### src/rtl/uart_frame_check.sv
// Post-data frame checker for the UART RX path: validates the optional parity
// bit and one or two stop bits, flags breaks and counts erroneous frames.
module uart_frame_check #(
  parameter int PRESCALE_WIDTH = 6,
  parameter int DATA_WIDTH     = 8,
  parameter int ERR_CNT_WIDTH  = 8
) (
  input  logic                      clk,
  input  logic                      reset,
  input  logic                      chk_start,
  input  logic                      chk_abort,
  input  logic                      par_en,
  input  logic                      par_type,
  input  logic                      two_stop,
  input  logic [DATA_WIDTH-1:0]     data,
  input  logic                      sampled_bit,
  input  logic [PRESCALE_WIDTH-1:0] Prescale,
  input  logic [PRESCALE_WIDTH-1:0] edge_cnt,
  input  logic                      err_cnt_clr,
  output logic                      par_err,
  output logic                      stp_err,
  output logic                      brk_det,
  output logic                      chk_done,
  output logic                      frame_valid,
  output logic [ERR_CNT_WIDTH-1:0]  err_cnt
);

  typedef enum logic [2:0] {IDLE, PARITY, STOP1, STOP2, DONE} state_e;

  localparam logic [PRESCALE_WIDTH-1:0] PS_ONE  = 1;
  localparam logic [ERR_CNT_WIDTH-1:0]  CNT_ONE = 1;

  state_e                    state_q;
  logic                      par_en_q, par_type_q, two_stop_q;
  logic [DATA_WIDTH-1:0]     data_q;
  logic                      par_bit_q;
  logic                      par_err_q, stp_err_q, brk_det_q;
  logic                      chk_done_q, frame_valid_q;
  logic [ERR_CNT_WIDTH-1:0]  err_cnt_q;

  logic mid_pt, bit_end, data_zero, cnt_sat, frame_bad;

  assign mid_pt    = (edge_cnt == (Prescale >> 1));
  assign bit_end   = (edge_cnt == (Prescale - PS_ONE));
  assign data_zero = (data_q == '0);
  assign cnt_sat   = &err_cnt_q;
  assign frame_bad = par_err_q | stp_err_q;

  always_ff @(posedge clk or posedge reset) begin
    if (reset) begin
      state_q       <= IDLE;
      par_en_q      <= 1'b0;
      par_type_q    <= 1'b0;
      two_stop_q    <= 1'b0;
      data_q        <= '0;
      par_bit_q     <= 1'b0;
      par_err_q     <= 1'b0;
      stp_err_q     <= 1'b0;
      brk_det_q     <= 1'b0;
      chk_done_q    <= 1'b0;
      frame_valid_q <= 1'b0;
      err_cnt_q     <= '0;
    end else begin
      chk_done_q    <= 1'b0;
      frame_valid_q <= 1'b0;

      // An abort that lands in DONE also suppresses that frame's count.
      if (err_cnt_clr)
        err_cnt_q <= '0;
      else if (state_q == DONE && !chk_abort && frame_bad && !cnt_sat)
        err_cnt_q <= err_cnt_q + CNT_ONE;

      if (chk_abort && state_q != IDLE) begin
        state_q   <= IDLE;
        par_err_q <= 1'b0;
        stp_err_q <= 1'b0;
        brk_det_q <= 1'b0;
      end else begin
        case (state_q)
          IDLE: begin
            if (chk_start && !chk_abort) begin
              par_en_q   <= par_en;
              par_type_q <= par_type;
              two_stop_q <= two_stop;
              data_q     <= data;
              par_bit_q  <= 1'b0;
              par_err_q  <= 1'b0;
              stp_err_q  <= 1'b0;
              brk_det_q  <= 1'b0;
              state_q    <= par_en ? PARITY : STOP1;
            end
          end
          PARITY: begin
            if (mid_pt) begin
              par_err_q <= sampled_bit ^ (^data_q) ^ par_type_q;
              par_bit_q <= sampled_bit;
            end
            if (bit_end) state_q <= STOP1;
          end
          STOP1: begin
            if (mid_pt) begin
              stp_err_q <= stp_err_q | ~sampled_bit;
              brk_det_q <= data_zero & ~sampled_bit & (~par_en_q | ~par_bit_q);
              if (!two_stop_q) begin
                state_q       <= DONE;
                chk_done_q    <= 1'b1;
                frame_valid_q <= ~(par_err_q | stp_err_q | ~sampled_bit);
              end
            end else if (bit_end && two_stop_q) begin
              state_q <= STOP2;
            end
          end
          STOP2: begin
            if (mid_pt) begin
              stp_err_q     <= stp_err_q | ~sampled_bit;
              state_q       <= DONE;
              chk_done_q    <= 1'b1;
              frame_valid_q <= ~(par_err_q | stp_err_q | ~sampled_bit);
            end
          end
          DONE:    state_q <= IDLE;
          default: state_q <= IDLE;
        endcase
      end
    end
  end

  assign par_err     = par_err_q;
  assign stp_err     = stp_err_q;
  assign brk_det     = brk_det_q;
  assign chk_done    = chk_done_q;
  assign frame_valid = frame_valid_q;
  assign err_cnt     = err_cnt_q;

endmodule

### config.mk
export PLATFORM = sky130hd
export DESIGN_NAME = uart_frame_check
export DESIGN_NICKNAME = d
export VERILOG_FILES = /design/src/rtl/uart_frame_check.sv
export SDC_FILE = /design/constraint.sdc
export NUM_CORES = 1
export LEC_CHECK = 0
export BUFFER_PORTS_ARGS = -buffer_cell sky130_fd_sc_hd__buf_4
export CORE_UTILIZATION = 30
export DETAILED_ROUTE_END_ITERATION = 10
export GPL_ROUTABILITY_DRIVEN = 1
export GPL_TIMING_DRIVEN = 0
export MAX_ROUTING_LAYER = met4
export PLACE_DENSITY = 0.46
export SKIP_LAST_GASP = 1
export SLEW_MARGIN = 20
export SYNTH_ARGS = -nofsm -noshare
export SYNTH_HDL_FRONTEND = slang
export SYNTH_SLANG_ARGS = --single-unit
### constraint.sdc
create_clock -name clk -period 2.2 [get_ports clk]
set_input_delay 0.44 -clock clk [delete_from_list [all_inputs] [get_ports clk]]
set_output_delay 0.44 -clock clk [all_outputs]
set_load 0.1 [all_outputs]
Yosys cells after proc, flatten, opt, wreduce, memory -nomap -nowiden
Cells that the tools add are included.

Flip-flop bits (word level): 28. Bits of input ports: 29. Output and inout port bits: 13. Logic and storage cells: 101.

Muxes and demuxes: 33. Equality and inequality tests: 16. Reductions and logical operators: 25. Add/subtract/negate cells: 2. Bitwise logic cells: 13.

Operators by type and width (count): $mux W3 (7); $mux W1 (16); $mux W8 (2); $ne A3 B3 Y1 const B (5); $pmux W1 S2 (6); $pmux W3 S4 (1); $reduce_and A3 Y1 (4); $reduce_bool A3 Y1 (4); $add A8 B1 Y8 const B (1); $logic_not A8 Y1 (1); $ne A4 B4 Y1 const B (2); $reduce_and A8 Y1 (1); $reduce_xor A8 Y1 (1); $eq A3 B2 Y1 const B (2); $eq A6 B5 Y1 (1); $eq A6 B6 Y1 (1); $logic_and A1 B1 Y1 (6); $sub A6 B1 Y6 const B (1); $not A1 Y1 (5); $reduce_and A5 Y1 (1); $ne A2 B2 Y1 const B (2); $or A1 B1 Y1 (4); $reduce_and A4 Y1 (1); $reduce_bool A2 Y1 (2); other kinds (9) (12).

Logic depth before layout (Yosys ltp)
Depth after elaboration: 7. Depth in mapped cells: 7. Gate-level depth less buffers: 7.

Least setup slack after synthesis
Ideal clock, no wire load.

Path kind: register to register. Start point: register err_cnt_q[0], in the netlist err_cnt[0]. End point: register err_cnt_q[6], in the netlist err_cnt[6]. Setup slack: -0.018 ns. Arrival: 2.144 ns. Period minus slack after synthesis: 2.218 ns. Buffers on the path: 0. Data required time: 2.126 ns. Cell stages (with the launch flop): 7. Library setup time: 0.074 ns. Cells stage by stage: dfrtp_1 ha_1 and3_1 a31oi_2 nand4_1 xor2_1 nor2_1.

Word-level cells in the longest chain between the ends: 4. Elaborated cells between the ends (all ways): 7. Classes of those cells: add/sub (1); mux (2); reduce/logical (4).

Ends and longest elaborated chain: start, declared (RTL line 39) `logic [ERR_CNT_WIDTH-1:0] err_cnt_q;`; start signal, assigned (RTL line 71) `err_cnt_q <= err_cnt_q + CNT_ONE;`; branches (longest 4 deep; another with $add A8 B1 Y8).

Several ways; the timed one is not identified. The select of a mux whose other input is x is not followed. A chain may end at the register's enable or synchronous reset.

Worst setup path in the final report
Start point: input port Prescale[0]. End point: register state_q[0].

Word-level cells in the longest chain between the ends: 5. Elaborated cells between the ends (all ways): 6. Classes of those cells: add/sub (1); eq/ne (3); reduce/logical (2).

Ends and longest elaborated chain: start, declared (RTL line 17) `input logic [PRESCALE_WIDTH-1:0] Prescale,`; $sub A6 B1 Y6 (*) (RTL line 44) `assign bit_end = (edge_cnt == (Prescale - PS_ONE));`; $eq A6 B6 Y1 (*) (RTL line 44); $logic_and A1 B1 Y1 (RTL line 109) `end else if (bit_end && two_stop_q) begin`; $ne A4 B4 Y1 (no line); $reduce_and A5 Y1 (no line) (*); end signal, assigned (RTL line 90) `state_q <= par_en ? PARITY : STOP1;`; end, declared (RTL line 33) `state_e state_q;`.

Every way passes the cells marked *; elsewhere a longest branch is shown, timed or not.

==> impl_metrics.csv <==
group,metric,value,unit
outcome,outcome,"finished, final reports clean",
final_layout,seqCellArea,701.9,um2
timing,setup_viol,0,
global_routing,grt_pass1_wl,6775,um
job,cap_viol_max_count,0,
setup_path,slowest_delay,380,ps
routing,num_vias,1438,
synth,yosysWarnings,0,
routing,drc,0,
final_layout,utilization,39.45,%
setup_path,cp_cell_sequence,"buf_4, inv_1, ha_1, or3_1, a31oi_1, nor4b_1, o211a_1, mux2_4",
clocking,cts_max_path_buffers,2,
power_and_ir_drop,pwr-share-comb,51.4,%
timing,tightest_slew,597.5,ps
clocking,insertion_delay,270,ps
power_and_ir_drop,p_clk_share,14.8,%
timing,fin_setup_tns,0,ps
power_and_ir_drop,power.switching,857.7,uW
setup_path,rrSetupSlack,340,ps
global_routing,grt_max_degree,29,
setup_path,criticalPathCategory,"in -> reg",
synth,synth_top_area_share,40.29,%
final_layout,final_nets,270,
timing,max_freq,501.4,MHz
timing,grt_setup_unrepaired,"false",
final_layout,drive_above_1_share,24.79,%
timing,slew_viol_final,0,
routing,wl,3779,um
die,fp.coreArea,5540,um2
die,pin_count,42,
synth,yosys.area.top_type,"dfrtp_1",
clocking,cts_root_buffer,"clkbuf_8",
setup_path,r2r_cells,6,
hold_path,min_path_type,"in -> async",
power_and_ir_drop,p_sw_share,40.09,%
clocking,cts_sinks,28,
routing,wl_per_cell,12.35,um
setup_path,crit_cells,8,
power_and_ir_drop,p_seq_share,33.8,%
synth,syn_area,1739,um2
power_and_ir_drop,vdd_ir_drop_max,0.5483,mV
setup_path,path_delay_family,"simple AND/OR/NAND/NOR gates",
setup_path,start_kind,"input port",
clocking,cts_hold_buf,0,
timing,slew_headroom,60.11,%
clocking,clkTransAtPathRegs,90,ps
synth,syn_nets,225,
timing,min_period_over_period,90.65,%
die,initial_core_util,31.39,%
final_layout,antennaDiodeCount,0,
clocking,postCtsSetupRepairBufs,0,
clocking,post_cts_resized,0,
setup_path,critPathSlowestCell,"or3_1",
synth,yosys_register_bits,28,
synth,synthArstFlopShare,100.0,%
power_and_ir_drop,p_per_area,978.9,nW/um2
final_layout,area_growth,25.68,%
setup_path,critPathArrivalTime,2160,ps
setup_path,worst_setup_path_end_kind,"flip-flop",
timing,finalHoldViolCount,0,
clocking,cts-buffers-inserted,3,
routing,ant_nets,0,
clocking,tritoncts,"done",
setup_path,critPathMaxFanout,4,
clocking,htree_levels,1,
final_layout,nFillCells,584,
setup_path,worstPathRequired,2360,ps
power_and_ir_drop,p_leak,1.054,nW
routing,routed_via_density,4.699,
synth,syn_avg_cell_area,9.154,um2
global_routing,antenna_found_initial,0,
placed_design,port-buffer-count,40,
global_routing,grtUsageTotal,14.44,%
synth,yosysSeqAreaShare,40.29,%
timing,fin_crit,1994,ps
timing,skew,4.388,ps
die,die_y,78.14,um
die,die_width,78.14,um
final_layout,final_cell_mix,"42 x buf_4, 27 x dfrtp_1, 23 x nand2_1",
synth,synth_area_leaders,"dfrtp_1 40%, xor2_1 8.1%, nand2_1 5.0%",
final_layout,multi_input_area,940.9,um2
die,fp.dieArea,6106,um2
synth,synth_enable_flop_cells,0,
die,rows,27,
setup_path,cp_num_buf_inv,2,
final_layout,final_common_cell,"buf_4",
synth,yosysUniqueCellTypes,46,
global_routing,grt_pass1_vias,1417,
global_routing,gr-total-overflow,0,
setup_path,worstSetupStartpoint,"Prescale[0]",
synth,synth_cells,190,
synth,synthFlopType,"dfrtp_1",
routing,drt_pass1_iterations,4,
placed_design,hpwlAfterDp,2929,um
placed_design,gp_congestion,0.7430,
power_and_ir_drop,p_int,1.282,mW
setup_path,reg2reg_from,"state_q[2]",
routing,drtIter0Drc,30,
==> kinds of logic (layout without fill, tap and decap cells) <==
family          count (synthesis)  count (layout)  synth area share, %
compound gates                 32              32                12.37
flops                          28              28                40.29
xor+xnor                       24              24                12.52
fa+ha+maj                       6               6                4.316
mux                             5               5                3.237
buf+inv                        22              66                5.611
simple gates                   73              73                21.66
==> per-stage QoR <==
step	area, um2	worst slack (ps)	instances	hold slack, ps	power [mW]
after global placement	2131	-123.8	302	488.4	1.845
after floorplan	1740	15.23	190	466.1	1.596
after CTS	2186	194.3	306	249.2	2.173
final	2186	205.7	306	231.4	2.140
after detailed placement	2131	-96.81	302	487.3	1.845
after global routing	2186	50.04	306	280.0	2.333
==> area by class of cell <==
cell class	instances	share of cell area, %
inverters	17	2.919
multi-input cells	140	43.05
flip-flops and latches	28	32.11
repair buffers	40	13.74
well taps	72	4.121
plain buffers	5	1.546
clock buffers	4	2.519
==> power by group through the flow <==
stage	clock network [mW]	logic, mW	registers, mW
final	0.317	1.10	0.724
after global routing	0.351	1.24	0.744
after CTS	0.333	1.11	0.725
after detailed placement	0	1.11	0.736
after global placement	0	1.11	0.733
after floorplan	0	0.750	0.846
==> synth_stat cells, drive strengths merged, types with 5 or more instances <==
cell,instances
and3,5
dfrtp,28
ha,6
inv,16
nand2,24
nand4,5
nor2,19
nor3,6
o21ai,13
xnor2,8
xor2,16
==> final timing paths <==
check,to
worst max-delay path,state_q[0]
worst min-delay path,err_cnt[1]
worst max register to register,data_q[1]
worst min register to register,par_bit_q
max in group asynchronous,err_cnt[0]
min in group clk,par_type_q
==> flip-flops by register name, indices dropped and copies added, names as in the netlist <==
register / count
data_q: 8
err_cnt: 8
state_q: 3
brk_det: 1
chk_done: 1
frame_valid: 1
par_bit_q: 1
par_en_q: 1
par_err: 1
par_type_q: 1
stp_err: 1
two_stop_q: 1
==> metal layers <==
| layer | track usage (%) | share of wire, % | vias up |
|---|---|---|---|
| met5 | - | 0 | - |
| met4 | 5.000 | 1.5 | 0 |
| met3 | 2.209 | 3.1 | 5 |
| met2 | 21.75 | 46 | 21 |
| met1 | 19.71 | 50 | 672 |
| li1 | - | - | 740 |
Note: power is estimated with default switching activity, not from simulation.
